$ cat config.mk
export PLATFORM = sky130hd
export DESIGN_NAME = dw_piso_tx
export DESIGN_NICKNAME = d
export VERILOG_FILES = /design/src/rtl/dw_piso_pkg.sv /design/src/rtl/dw_piso_tx.sv
export SDC_FILE = /design/constraint.sdc
export NUM_CORES = 1
export LEC_CHECK = 0
export ABC_AREA = 1
export CORE_AREA = 2 2 39 41
export CTS_CLUSTER_SIZE = 14
export DETAILED_ROUTE_END_ITERATION = 6
export DIE_AREA = 0 0 41 43
export PLACE_DENSITY = 0.57
export SLEW_MARGIN = 20
export SYNTH_ARGS = -nofsm -noshare
export SYNTH_HDL_FRONTEND = slang
export SYNTH_SLANG_ARGS = --single-unit
$ cat constraint.sdc
create_clock -name clk -period 1.2 [get_ports clk]
set_input_delay 0.24 -clock clk [delete_from_list [all_inputs] [get_ports clk]]
set_output_delay 0.24 -clock clk [all_outputs]
set_load 0.01 [all_outputs]
$ cat src/rtl/dw_piso_pkg.sv
// Shared types and sizing helpers for the parallel-in/serial-out transmitter.
package dw_piso_pkg;

   typedef enum logic {IDLE = 1'b0, SHIFT = 1'b1} piso_state_t;

   // Bit-counter width for a word of len bits (len >= 2).
   function automatic int cnt_w(input int len);
      return $clog2(len);
   endfunction

endpackage

$ cat src/rtl/dw_piso_tx.sv
// Parallel-in/serial-out transmitter: takes a word on a valid/ready handshake
// and emits it one bit per enabled cycle with per-bit valid and first-bit strobe.
module dw_piso_tx
   import dw_piso_pkg::*;
#(
   parameter int length    = 4,
   parameter bit msb_first = 1'b1
) (
   input  logic              clk,
   input  logic              rst,
   input  logic [length-1:0] p_in,
   input  logic              p_valid,
   output logic              p_ready,
   input  logic              s_en,
   output logic              s_out,
   output logic              s_valid,
   output logic              s_frame
);

   localparam int            CW   = cnt_w(length);
   localparam logic [CW-1:0] LAST = CW'(length - 1);

   piso_state_t       state_q, state_d;
   logic [length-1:0] shreg_q, shreg_d, shreg_shift;
   logic [CW-1:0]     cnt_q, cnt_d;
   logic              s_out_q, s_valid_q, s_frame_q;
   logic              out_bit_d, last_bit, retire, accept;

   // One last-bit term shared by the ready and next-state logic.
   assign last_bit = (cnt_q == LAST);
   assign retire   = (state_q == SHIFT) & s_en;
   assign p_ready  = !rst & ((state_q == IDLE) | (retire & last_bit));
   assign accept   = p_valid & p_ready;

   generate
      if (msb_first) begin : g_msb
         assign shreg_shift = {shreg_q[length-2:0], 1'b0};
         assign out_bit_d   = shreg_d[length-1];
      end else begin : g_lsb
         assign shreg_shift = {1'b0, shreg_q[length-1:1]};
         assign out_bit_d   = shreg_d[0];
      end
   endgenerate

   // A handshake on the last-bit cycle reloads directly: no idle bit between words.
   always_comb begin
      state_d = state_q;
      shreg_d = shreg_q;
      cnt_d   = cnt_q;
      if (accept) begin
         shreg_d = p_in;
         cnt_d   = '0;
         state_d = SHIFT;
      end else if (retire) begin
         if (last_bit) begin
            state_d = IDLE;
         end else begin
            shreg_d = shreg_shift;
            cnt_d   = cnt_q + 1'b1;
         end
      end
   end

   always_ff @(posedge clk) begin
      if (rst) begin
         state_q   <= IDLE;
         shreg_q   <= '0;
         cnt_q     <= '0;
         s_out_q   <= 1'b0;
         s_valid_q <= 1'b0;
         s_frame_q <= 1'b0;
      end else begin
         state_q   <= state_d;
         shreg_q   <= shreg_d;
         cnt_q     <= cnt_d;
         s_valid_q <= (state_d == SHIFT);
         s_out_q   <= (state_d == SHIFT) & out_bit_d;
         s_frame_q <= (state_d == SHIFT) & (cnt_d == '0);
      end
   end

   assign s_out   = s_out_q;
   assign s_valid = s_valid_q;
   assign s_frame = s_frame_q;

endmodule

; ---- Yosys cells after proc, flatten, opt, wreduce, memory -nomap -nowiden
; Index checks and enable logic that the tools add are counted.
[word_totals]
regBits = 9
latchBits = 0
ram_bits = 0
mem_bits_ro = 0
out_inout_bits = 4
mem_count = 0
[classes]
n_addsub = 1
multipliers = 0
n_div = 0
order_cmp = 0
n_eq_ne = 2
n_shift = 0
n_mux = 9
n_bitwise = 8
reduce_logical = 4
[ops]
columns = cell, n
row1 = $mux W4, 3
row2 = $and A1 B1 Y1, 6
row3 = $mux W2, 3
row4 = $mux W1, 3
row5 = $add A2 B1 Y2 const B, 1
row6 = $eq A2 B2 Y1 const B, 1
row7 = $logic_not A2 Y1, 1
row8 = $ne A2 B1 Y1 const B, 1
row9 = $reduce_and A2 Y1, 1
row10 = $reduce_bool A2 Y1, 1
row11 = $logic_not A1 Y1, 1
row12 = $not A1 Y1, 1
row13 = $or A1 B1 Y1, 1

; ---- Longest topological paths before layout
; Gate-level depths: netlist (run 1).
[logic_depth]
word_depth = 8
depth_mapped = 8
ltp_nobuf = 8

; ---- Worst setup path before layout (run 1)
; No wires, ideal clock.
[synth_path]
kind = reg-to-output
from = register cnt_q[0]
to = output p_ready
arrival_ns = 1.002
required_time_ns = 0.960
path_slack_ns = -0.042
path_stages_with_launch = 5
path_buffers = 0
cell_sequence = dfxtp_1 -> nand2_2 -> o21ai_0 -> inv_1 -> nor2_1
[synth_between]
elab_chain_len = 4
[synth_rtl]
columns = item, line
row1 = start: declaration, dw_piso_tx.sv:25  ; logic [CW-1:0] cnt_q, cnt_d;
row2 = start signal: assignment, dw_piso_tx.sv:75  ; cnt_q <= cnt_d;
row3 = $eq A2 B2 Y1, dw_piso_tx.sv:30  ; assign last_bit = (cnt_q == LAST);
row4 = $and A1 B1 Y1, dw_piso_tx.sv:32  ; assign p_ready = !rst & ((state_q == IDLE) | (retire & last_bit));
row5 = $or A1 B1 Y1, dw_piso_tx.sv:32
row6 = $and A1 B1 Y1, dw_piso_tx.sv:32
row7 = end: declaration, dw_piso_tx.sv:13  ; output logic p_ready,
; No other way between the ends.

; ---- Worst setup path after layout (run 1)
[layout_path]
from = register cnt_q[1]
to = output p_ready
; The elaborated chain is that of the path after synthesis.

==> qor.txt, run 1 <==
====================================================================================
Xor and xnor fraction of the mapped netlist area                                  0%
Top-area cell type share of the netlist area                                   39.0%
Instance count of the mapped netlist                                              64
Drc violations                                                                     0
Relative area change from synthesis to final layout                            58.3%
Switching power                                                               197 µW
Sinks on Clock Net                                                                 9
Shortest period the worst path allows                                        1.29 ns
Dominant combinational cell family by area after synthesis              simple AND/OR/NAND/NOR gates
Total count of hold-check failures in the final report                             0
Fill count                                                                       144
Reg-to-reg slack, setup                                                      0.11 ns
DIE AREA                                                                 0.00176 mm²
Most area-hungry cell type in the Yosys netlist                         sky130_fd_sc_hd__dfxtp_1
Pin count of the biggest net entering global routing                               8
Pleak                                                                       0.360 nW
Die Span Y                                                                     43 µm
Number of global-route vias before repair                                        472
Simple-gate share of the synthesized area                                      38.5%
Violations in the final reports                                         negative setup slack
Post-detailed-placement half-perimeter wirelength                             772 µm
Crit-path slowest cell                                                  sky130_fd_sc_hd__dfxtp_2
Via-per-instance ratio                                                          4.67
Flip-flop and latch count after synthesis                                          9
TritonCTS clock tree                                                             yes
Asr flop ratio synth                                                              0%
Avg Inst Size Synth                                                         7.21 µm²
Non-filler cells in the finished layout                                          108
Area of the placeable core                                               0.00138 mm²
Cell chosen for the clock root                                          sky130_fd_sc_hd__clkbuf_4
Period Utilization, post-route                                                  108%
Number of instances in the placed design                                         102
First-pass GRT wire length                                                   1.86 mm
P per Cell Area                                                           994 mW/mm²
Switching share of power                                                       27.2%
Number of levels the H-tree was split into                                         1
Commonest register cell after synthesis                                 sky130_fd_sc_hd__dfxtp_1
Worst-case setup margin in the final layout                               -0.0947 ns
Sequential area share after synthesis                                          39.0%
Cell variety after synth                                                          16
Width of the die                                                               41 µm
Compound-Gate Fraction of Synth Area                                           11.7%
Part of the power in combinational logic                                       23.0%
Total power after layout                                                      726 µW
Worst hold endpoint                                                            s_out
Worst flop-to-flop path endpoint                                               s_out
Most instantiated library cell after synthesis                          sky130_fd_sc_hd__nand2_1
Count of TritonRoute iterations in the first routing pass                          4
Worst-case clock skew                                                     0.00293 ns
CTS Hold Buffers Added                                                             0
First-iteration detailed-routing DRC count                                        12
Weighted congestion at the end of routability-driven global placement          0.725
Data arrival, critical path                                                  1.05 ns
Clock latency on the worst-skew pair                                         0.27 ns
Cell Area, Synth                                                             462 µm²
Unrepaired setup endpoints after global routing                                  yes
Pint                                                                          529 µW
Number of buffers created by CTS                                                   3
Required arrival time at the worst endpoint                                  0.96 ns
Yosys warning count                                                                0
Sequence of cells on the critical path                                  nand2_2 -> o21ai_2 -> inv_1 -> nor2_2 -> buf_2
Multiplexer area fraction after synthesis                                         0%
Clk pin slew, worst setup/hold paths                                         0.06 ns
Fraction of layout cells with a size suffix above 1                            37.0%
Count of pins over their slew limit                                                0
Sequential cell area                                                         184 µm²
Area share of fa/ha/maj cells after synthesis                                     0%
Status                                                                  finished with violations
Startpoint of the lowest-slack hold path                                         rst
Highest achievable clock rate                                                772 MHz
Area of combinational cells with multiple inputs                             259 µm²
Worst reg2reg startpoint                                                    cnt_q[1]
Critical path type                                                      flip-flop to primary output
Number of max-cap violations                                                       0
Total nets after synthesis                                                        72
Total congestion overflow                                                          0
Class of the most critical hold timing path                             input port to flip-flop
Startpoint class of the critical path                                      flip-flop
Number of nets in the layout                                                     101
Post-detailed-route count of antenna-violating nets                                0
Wirelength per Cell                                                          10.7 µm
Kind of end point of the critical path                                  primary output
Setup TNS                                                                 -0.0947 ns
Clock network power share                                                      32.4%
Max_slew headroom                                                              85.7%
Count of endpoints failing setup in the final report                               1
Synth top area cells                                                    sky130_fd_sc_hd__dfxtp_1, sky130_fd_sc_hd__nand2_1, sky130_fd_sc_hd__inv_1
R2R cell count                                                                     8
Worst hold path cell count                                                         3
Std-Cell Rows                                                                     14
Number of enable-type register cells in the synthesized netlist                    0
Synth cell count leaders                                                sky130_fd_sc_hd__nand2_1, sky130_fd_sc_hd__dfxtp_1, sky130_fd_sc_hd__inv_1
Maximum ir drop on the vdd rail                                               582 µV
Number of antenna violations at the first check in global routing                  0
Diodes inserted                                                                    0
Largest stage delay on the critical path                                     0.33 ns
Total vias in the final route                                                    504
Seq pwr share                                                                  44.6%
GRT Overall Usage                                                              16.3%
Number of port buffers                                                            11
Biggest fanout along the worst timing path                                         2
Transition time of the tightest slew-check pin                              0.213 ns
Effective utilization at floorplan                                             33.4%
Buffers from clock root to sink, at most                                           2
Final wirelength                                                             1.15 mm
I/O Pins                                                                          12
====================================================================================
-- worst max-delay path by stage --
| stage | start | endpoint |
|---|---|---|
| floorplan | cnt_q[0] | p_ready |
| global placement | s_en | p_ready |
| detailed placement | s_en | p_ready |
| CTS | cnt_q[1] | p_ready |
| global route | cnt_q[1] | p_ready |
| finish | cnt_q[1] | p_ready |
-- per-stage QoR --
step | area, µm² | setup WS [ns] | hold slack, ns | utilization, %
global placement | 673 | -0.634 | 0.476 | 48.6
global route | 731 | -0.175 | 0.483 | 52.8
CTS | 714 | -0.0925 | 0.419 | 51.6
finish | 731 | -0.0947 | 0.442 | 52.8
detailed placement | 673 | -0.639 | 0.479 | 48.6
floorplan | 462 | 0.0503 | 0.409 | -
-- area by class of cell --
cell class	count	area share [%]
Timing Repair Buffer	25	28.4
Inverter	9	4.62
Multi-Input combinational cell	45	35.4
Clock buffer	4	3.60
Tap cell	16	2.74
Sequential cell	9	25.2
-- routing by layer --
layer  share of wire, %  vias up  routed length [µm]  track usage (%)
met1                 44      213                 513             19.1
met2                 48       14                 550             24.7
met3                4.8        5                  55             3.14
li1                   -      272                   -                -
met5                  0        -                   0                0
met4                3.1        0                  36             12.0
-- cells by family after synthesis --
group,Yosys count
buffers and inverters,11
AOI/OAI and AO/OA,9
DFF,9
and+or+nand+nor,35
-- placed cells by master, fill, tap and decap left out --
| cell type | netlist | final |
|---|---|---|
| sky130_fd_sc_hd__nand2_4 | 1 | 1 |
| sky130_fd_sc_hd__nand2_1 | 18 | 16 |
| sky130_fd_sc_hd__a21oi_1 | 5 | 4 |
| sky130_fd_sc_hd__inv_2 | 0 | 2 |
| sky130_fd_sc_hd__dlygate4sd2_1 | 0 | 4 |
| sky130_fd_sc_hd__o31ai_1 | 1 | 1 |
| sky130_fd_sc_hd__clkbuf_4 | 0 | 3 |
| sky130_fd_sc_hd__dfxtp_2 | 0 | 3 |
| sky130_fd_sc_hd__nor2_2 | 0 | 1 |
| sky130_fd_sc_hd__a21oi_2 | 1 | 2 |
| sky130_fd_sc_hd__clkdlybuf4s50_1 | 0 | 5 |
| sky130_fd_sc_hd__nor2_1 | 4 | 3 |
| sky130_fd_sc_hd__nand4_2 | 0 | 1 |
| sky130_fd_sc_hd__inv_1 | 9 | 7 |
| sky130_fd_sc_hd__nand4_1 | 5 | 5 |
| sky130_fd_sc_hd__nand4_4 | 1 | 1 |
| sky130_fd_sc_hd__buf_4 | 0 | 12 |
| sky130_fd_sc_hd__buf_2 | 1 | 2 |
| sky130_fd_sc_hd__dfxtp_1 | 9 | 6 |
| sky130_fd_sc_hd__o21ai_2 | 0 | 1 |
| sky130_fd_sc_hd__nand2_2 | 1 | 3 |
| sky130_fd_sc_hd__o211ai_1 | 1 | 1 |
| sky130_fd_sc_hd__clkbuf_1 | 0 | 1 |
| sky130_fd_sc_hd__buf_6 | 1 | 2 |
| sky130_fd_sc_hd__nand3_1 | 5 | 5 |
-- power groups by stage --
| stage | combinational (mW) | clock [mW] | sequential (mW) |
|---|---|---|---|
| after floorplan | 0.0702 | 0 | 0.336 |
| after global placement | 0.160 | 0 | 0.329 |
| after detailed placement | 0.160 | 0 | 0.329 |
| after CTS | 0.161 | 0.240 | 0.324 |
| after global routing | 0.184 | 0.264 | 0.326 |
| final | 0.167 | 0.235 | 0.324 |
-- timing repair --
action | in CTS | in global routing
pin swaps | 2 | 5
buffers inserted | 0 | 1
setup endpoints to repair | 11 | 4
resized for setup | 18 | 6
cloned | 1 | 0
-- sequential cells by signal, summed over array words and instances (netlist names) --
name,flops
s_out,1
s_frame,1
shreg_q,4
cnt_q,2
s_valid,1
-- critical path: cells and delay by family, from the launching register on --
family                 cells  cell delay, ns
flip-flops                 1            0.33
buffers and inverters      2            0.18
AO/OA/AOI/OAI              1            0.14
AND/OR/NAND/NOR            2            0.12
No activity file was read; power rests on OpenSTA's default activity.
==> inputs of run 2 (changes only) <==
--- a/config.mk
+++ b/config.mk
@@ -7,6 +7,8 @@
 export LEC_CHECK = 0
 export ABC_AREA = 1
 export CORE_AREA = 2 2 39 41
+export CTS_BUF_LIST = sky130_fd_sc_hd__clkbuf_16
+export CTS_CLUSTER_DIAMETER = 60
 export CTS_CLUSTER_SIZE = 14
 export DETAILED_ROUTE_END_ITERATION = 6
 export DIE_AREA = 0 0 41 43
==> constraint.sdc (replaced) <==
create_clock -name clk -period 1.4 [get_ports clk]
set_input_delay 0.28 -clock clk [delete_from_list [all_inputs] [get_ports clk]]
set_output_delay 0.28 -clock clk [all_outputs]
set_load 0.01 [all_outputs]
==> qor.txt, run 2 (synthesis results as in run 1) <==
=====================================================================================
Effective utilization at floorplan                                              33.4%   unchanged
Post-detailed-placement half-perimeter wirelength                              758 µm   -1.8%
Buffers from clock root to sink, at most                                            2   unchanged
Class of the most critical hold timing path                              flip-flop to flip-flop
Largest stage delay on the critical path                                      0.52 ns   +0.19 ns
Number of flip-flops under the largest register name                                4   unchanged
Number of global-route vias before repair                                         443   -6.1%
Total congestion overflow                                                           0   unchanged
Number of nets in the layout                                                       98   -3.0%
Die Span Y                                                                      43 µm   unchanged
Clk pin slew, worst setup/hold paths                                          0.04 ns   -0.02 ns
Pint                                                                           711 µW   +35%
Met1 routed wirelength after detailed routing                                  536 µm   +4.5%
Shortest period the worst path allows                                         1.33 ns
GRT Overall Usage                                                               14.1%   -2.2 points
WL met2                                                                        507 µm   -7.8%
Post-detailed-route count of antenna-violating nets                                 0   unchanged
Total power after layout                                                       906 µW   +25%
Seq pwr share                                                                   30.7%   -14 points
Number of antenna violations at the first check in global routing                   0   unchanged
First-iteration detailed-routing DRC count                                         10   -2
Number of max-cap violations                                                        0   unchanged
P per Cell Area                                                           1210 mW/mm²   +22%
Weighted congestion at the end of routability-driven global placement           0.734   +1.2%
Status                                                                   finished clean
Pleak                                                                        0.361 nW   +0.45%
Metal3 WL                                                                       41 µm   -25%
Maximum ir drop on the vdd rail                                                895 µV   +54%
Transition time of the tightest slew-check pin                               0.197 ns   -0.0159 ns
Number of levels the H-tree was split into                                          1   unchanged
Std-Cell Rows                                                                      14   unchanged
I/O Pins                                                                           12   unchanged
Relative area change from synthesis to final layout                             61.8%
Area of the placeable core                                                0.00138 mm²   unchanged
Clock latency on the worst-skew pair                                          0.23 ns   -0.04 ns
Most used cells in the layout excluding fill and tap cells               sky130_fd_sc_hd__nand2_1, sky130_fd_sc_hd__buf_4, sky130_fd_sc_hd__inv_1
Worst-case clock skew                                                      0.00253 ns   -0.000394 ns
Wirelength per Cell                                                           10.5 µm   -2.1%
Pin count of the biggest net entering global routing                               12   +4
Family of cells with the greatest summed delay on the critical path      buffers and inverters
Sinks on Clock Net                                                                  9   unchanged
Fraction of layout cells with a size suffix above 1                             25.8%   -11 points
TritonCTS clock tree                                                              yes
CTS Hold Buffers Added                                                              0   unchanged
Max_slew headroom                                                               86.8%   +1.1 points
DIE AREA                                                                  0.00176 mm²   unchanged
Post-Place Setup Slack                                                      -0.578 ns   +0.0611 ns
Crit-path slowest cell                                                   sky130_fd_sc_hd__clkdlybuf4s50_1
Cell chosen for the clock root                                           sky130_fd_sc_hd__clkbuf_16
Switching share of power                                                        21.5%   -5.7 points
Most frequent standard cell in the layout excluding fill and tap cells   sky130_fd_sc_hd__nand2_1
Biggest register                                                              shreg_q
Worst-case setup margin in the final layout                                 0.0675 ns   +0.162 ns
Switching power                                                                195 µW   -1.3%
Drc violations                                                                      0   unchanged
Unrepaired setup endpoints after global routing                                    no
Number of buffers created by CTS                                                    3   unchanged
Via-per-instance ratio                                                           4.74   +1.6%
Registers with the highest flip-flop counts                              shreg_q x4, cnt_q x2
Number of port buffers                                                             11   unchanged
Data arrival, critical path                                                   1.05 ns   about the same
Startpoint class of the critical path                                       flip-flop
First-pass GRT wire length                                                    1.70 mm   -8.9%
Required arrival time at the worst endpoint                                   1.12 ns   +0.16 ns
Number of buffers and inverters on the critical path                                1   -1
Critical path type                                                       flip-flop to primary output
Count of TritonRoute iterations in the first routing pass                           4   unchanged
Part of the power in combinational logic                                        14.7%   -8.3 points
Kind of end point of the critical path                                   primary output
Count of endpoints failing setup in the final report                                0   -1
Highest achievable clock rate                                                 750 MHz
Total vias in the final route                                                     498   -1.2%
Total count of hold-check failures in the final report                              0   unchanged
Diodes inserted                                                                     0   unchanged
Uppermost routed layer                                                           met4
Clock network power share                                                       54.6%   +22 points
Period Utilization, post-route                                                  95.2%
Biggest fanout along the worst timing path                                          1   -1
Width of the die                                                                41 µm   unchanged
Count of pins over their slew limit                                                 0   unchanged
Post-CTS setup buffers                                                              0   unchanged
Sequence of cells on the critical path                                   clkdlybuf4s50_1
Final wirelength                                                              1.10 mm   -4.9%
=====================================================================================
run 2: cell types whose count changed in the layout (fill, tap and decap cells not counted), sizes merged:
| cell | change |
|---|---|
| inv | +1 |
| dlygate4sd2 | -2 |
| clkbuf | -1 |
| buf | -4 |
| clkdlybuf4s50 | +3 |
run 2: power by group through the flow:
| stage | combinational, mW | clock [mW] | sequential, mW |
|---|---|---|---|
| global placement | 0.131 | 0 | 0.282 |
| detailed placement | 0.132 | 0 | 0.282 |
| finish | 0.133 | 0.495 | 0.278 |
| global route | 0.147 | 0.515 | 0.280 |
| floorplan | 0.0600 | 0 | 0.288 |
| CTS | 0.129 | 0.499 | 0.278 |
run 2: final timing paths:
| kind | to | startpoint | slack [ns] | cells past startpoint |
|---|---|---|---|---|
| setup / recovery | s_out | s_out | 0.07 | 1 |
| hold / removal | shreg_q[0] | shreg_q[0] | 0.48 | 2 |
| setup reg to reg | s_out | cnt_q[0] | 0.22 | 8 |
| hold reg to reg | shreg_q[0] | shreg_q[0] | 0.48 | 2 |
run 2: repair_timing:
item                       CTS  global route
setup endpoints to repair    2             5
pin swaps                    1             1
gates cloned                 0             1
gates resized for setup      8             2
run 2: metrics by stage:
stage | cells | hold slack, ns | area, µm² | TNS, ns | utilization (%)
2_1_floorplan | 64 | 0.449 | 462 | 0 | -
3_3_place_gp | 100 | 0.474 | 658 | -1.68 | 47.6
3_5_place_dp | 100 | 0.481 | 658 | -1.90 | 47.6
4_1_cts | 104 | 0.487 | 733 | 0 | 53.0
5_1_grt | 105 | 0.500 | 747 | 0 | 54.0
6_report | 105 | 0.482 | 747 | 0 | 54.0
run 2: routing by layer:
layer | track usage [%] | up-vias
met5 | 0 | -
li1 | - | 264
met3 | 4.71 | 2
met2 | 20.3 | 7
met4 | 8.00 | 0
met1 | 17.6 | 225
run 2: final cells by class:
| cell class | count | area, µm² |
|---|---|---|
| fillers | 140 | 637 |
| multi-input cells | 45 | 248 |
| repair buffers | 22 | 185 |
| flip-flops and latches | 9 | 181 |
| clock buffers | 3 | 75.1 |
| inverters | 9 | 33.8 |
| well taps | 16 | 20.0 |
| clock inverters | 1 | 3.75 |
==> inputs of run 3 (changes only) <==
--- a/config.mk
+++ b/config.mk
@@ -12,6 +12,7 @@
 export CTS_CLUSTER_SIZE = 14
 export DETAILED_ROUTE_END_ITERATION = 6
 export DIE_AREA = 0 0 41 43
+export GPL_ROUTABILITY_DRIVEN = 0
 export PLACE_DENSITY = 0.57
 export SLEW_MARGIN = 20
 export SYNTH_ARGS = -nofsm -noshare
==> results of run 3 <==
No change in the layout: final DEF, timing and power equal those of run 2.
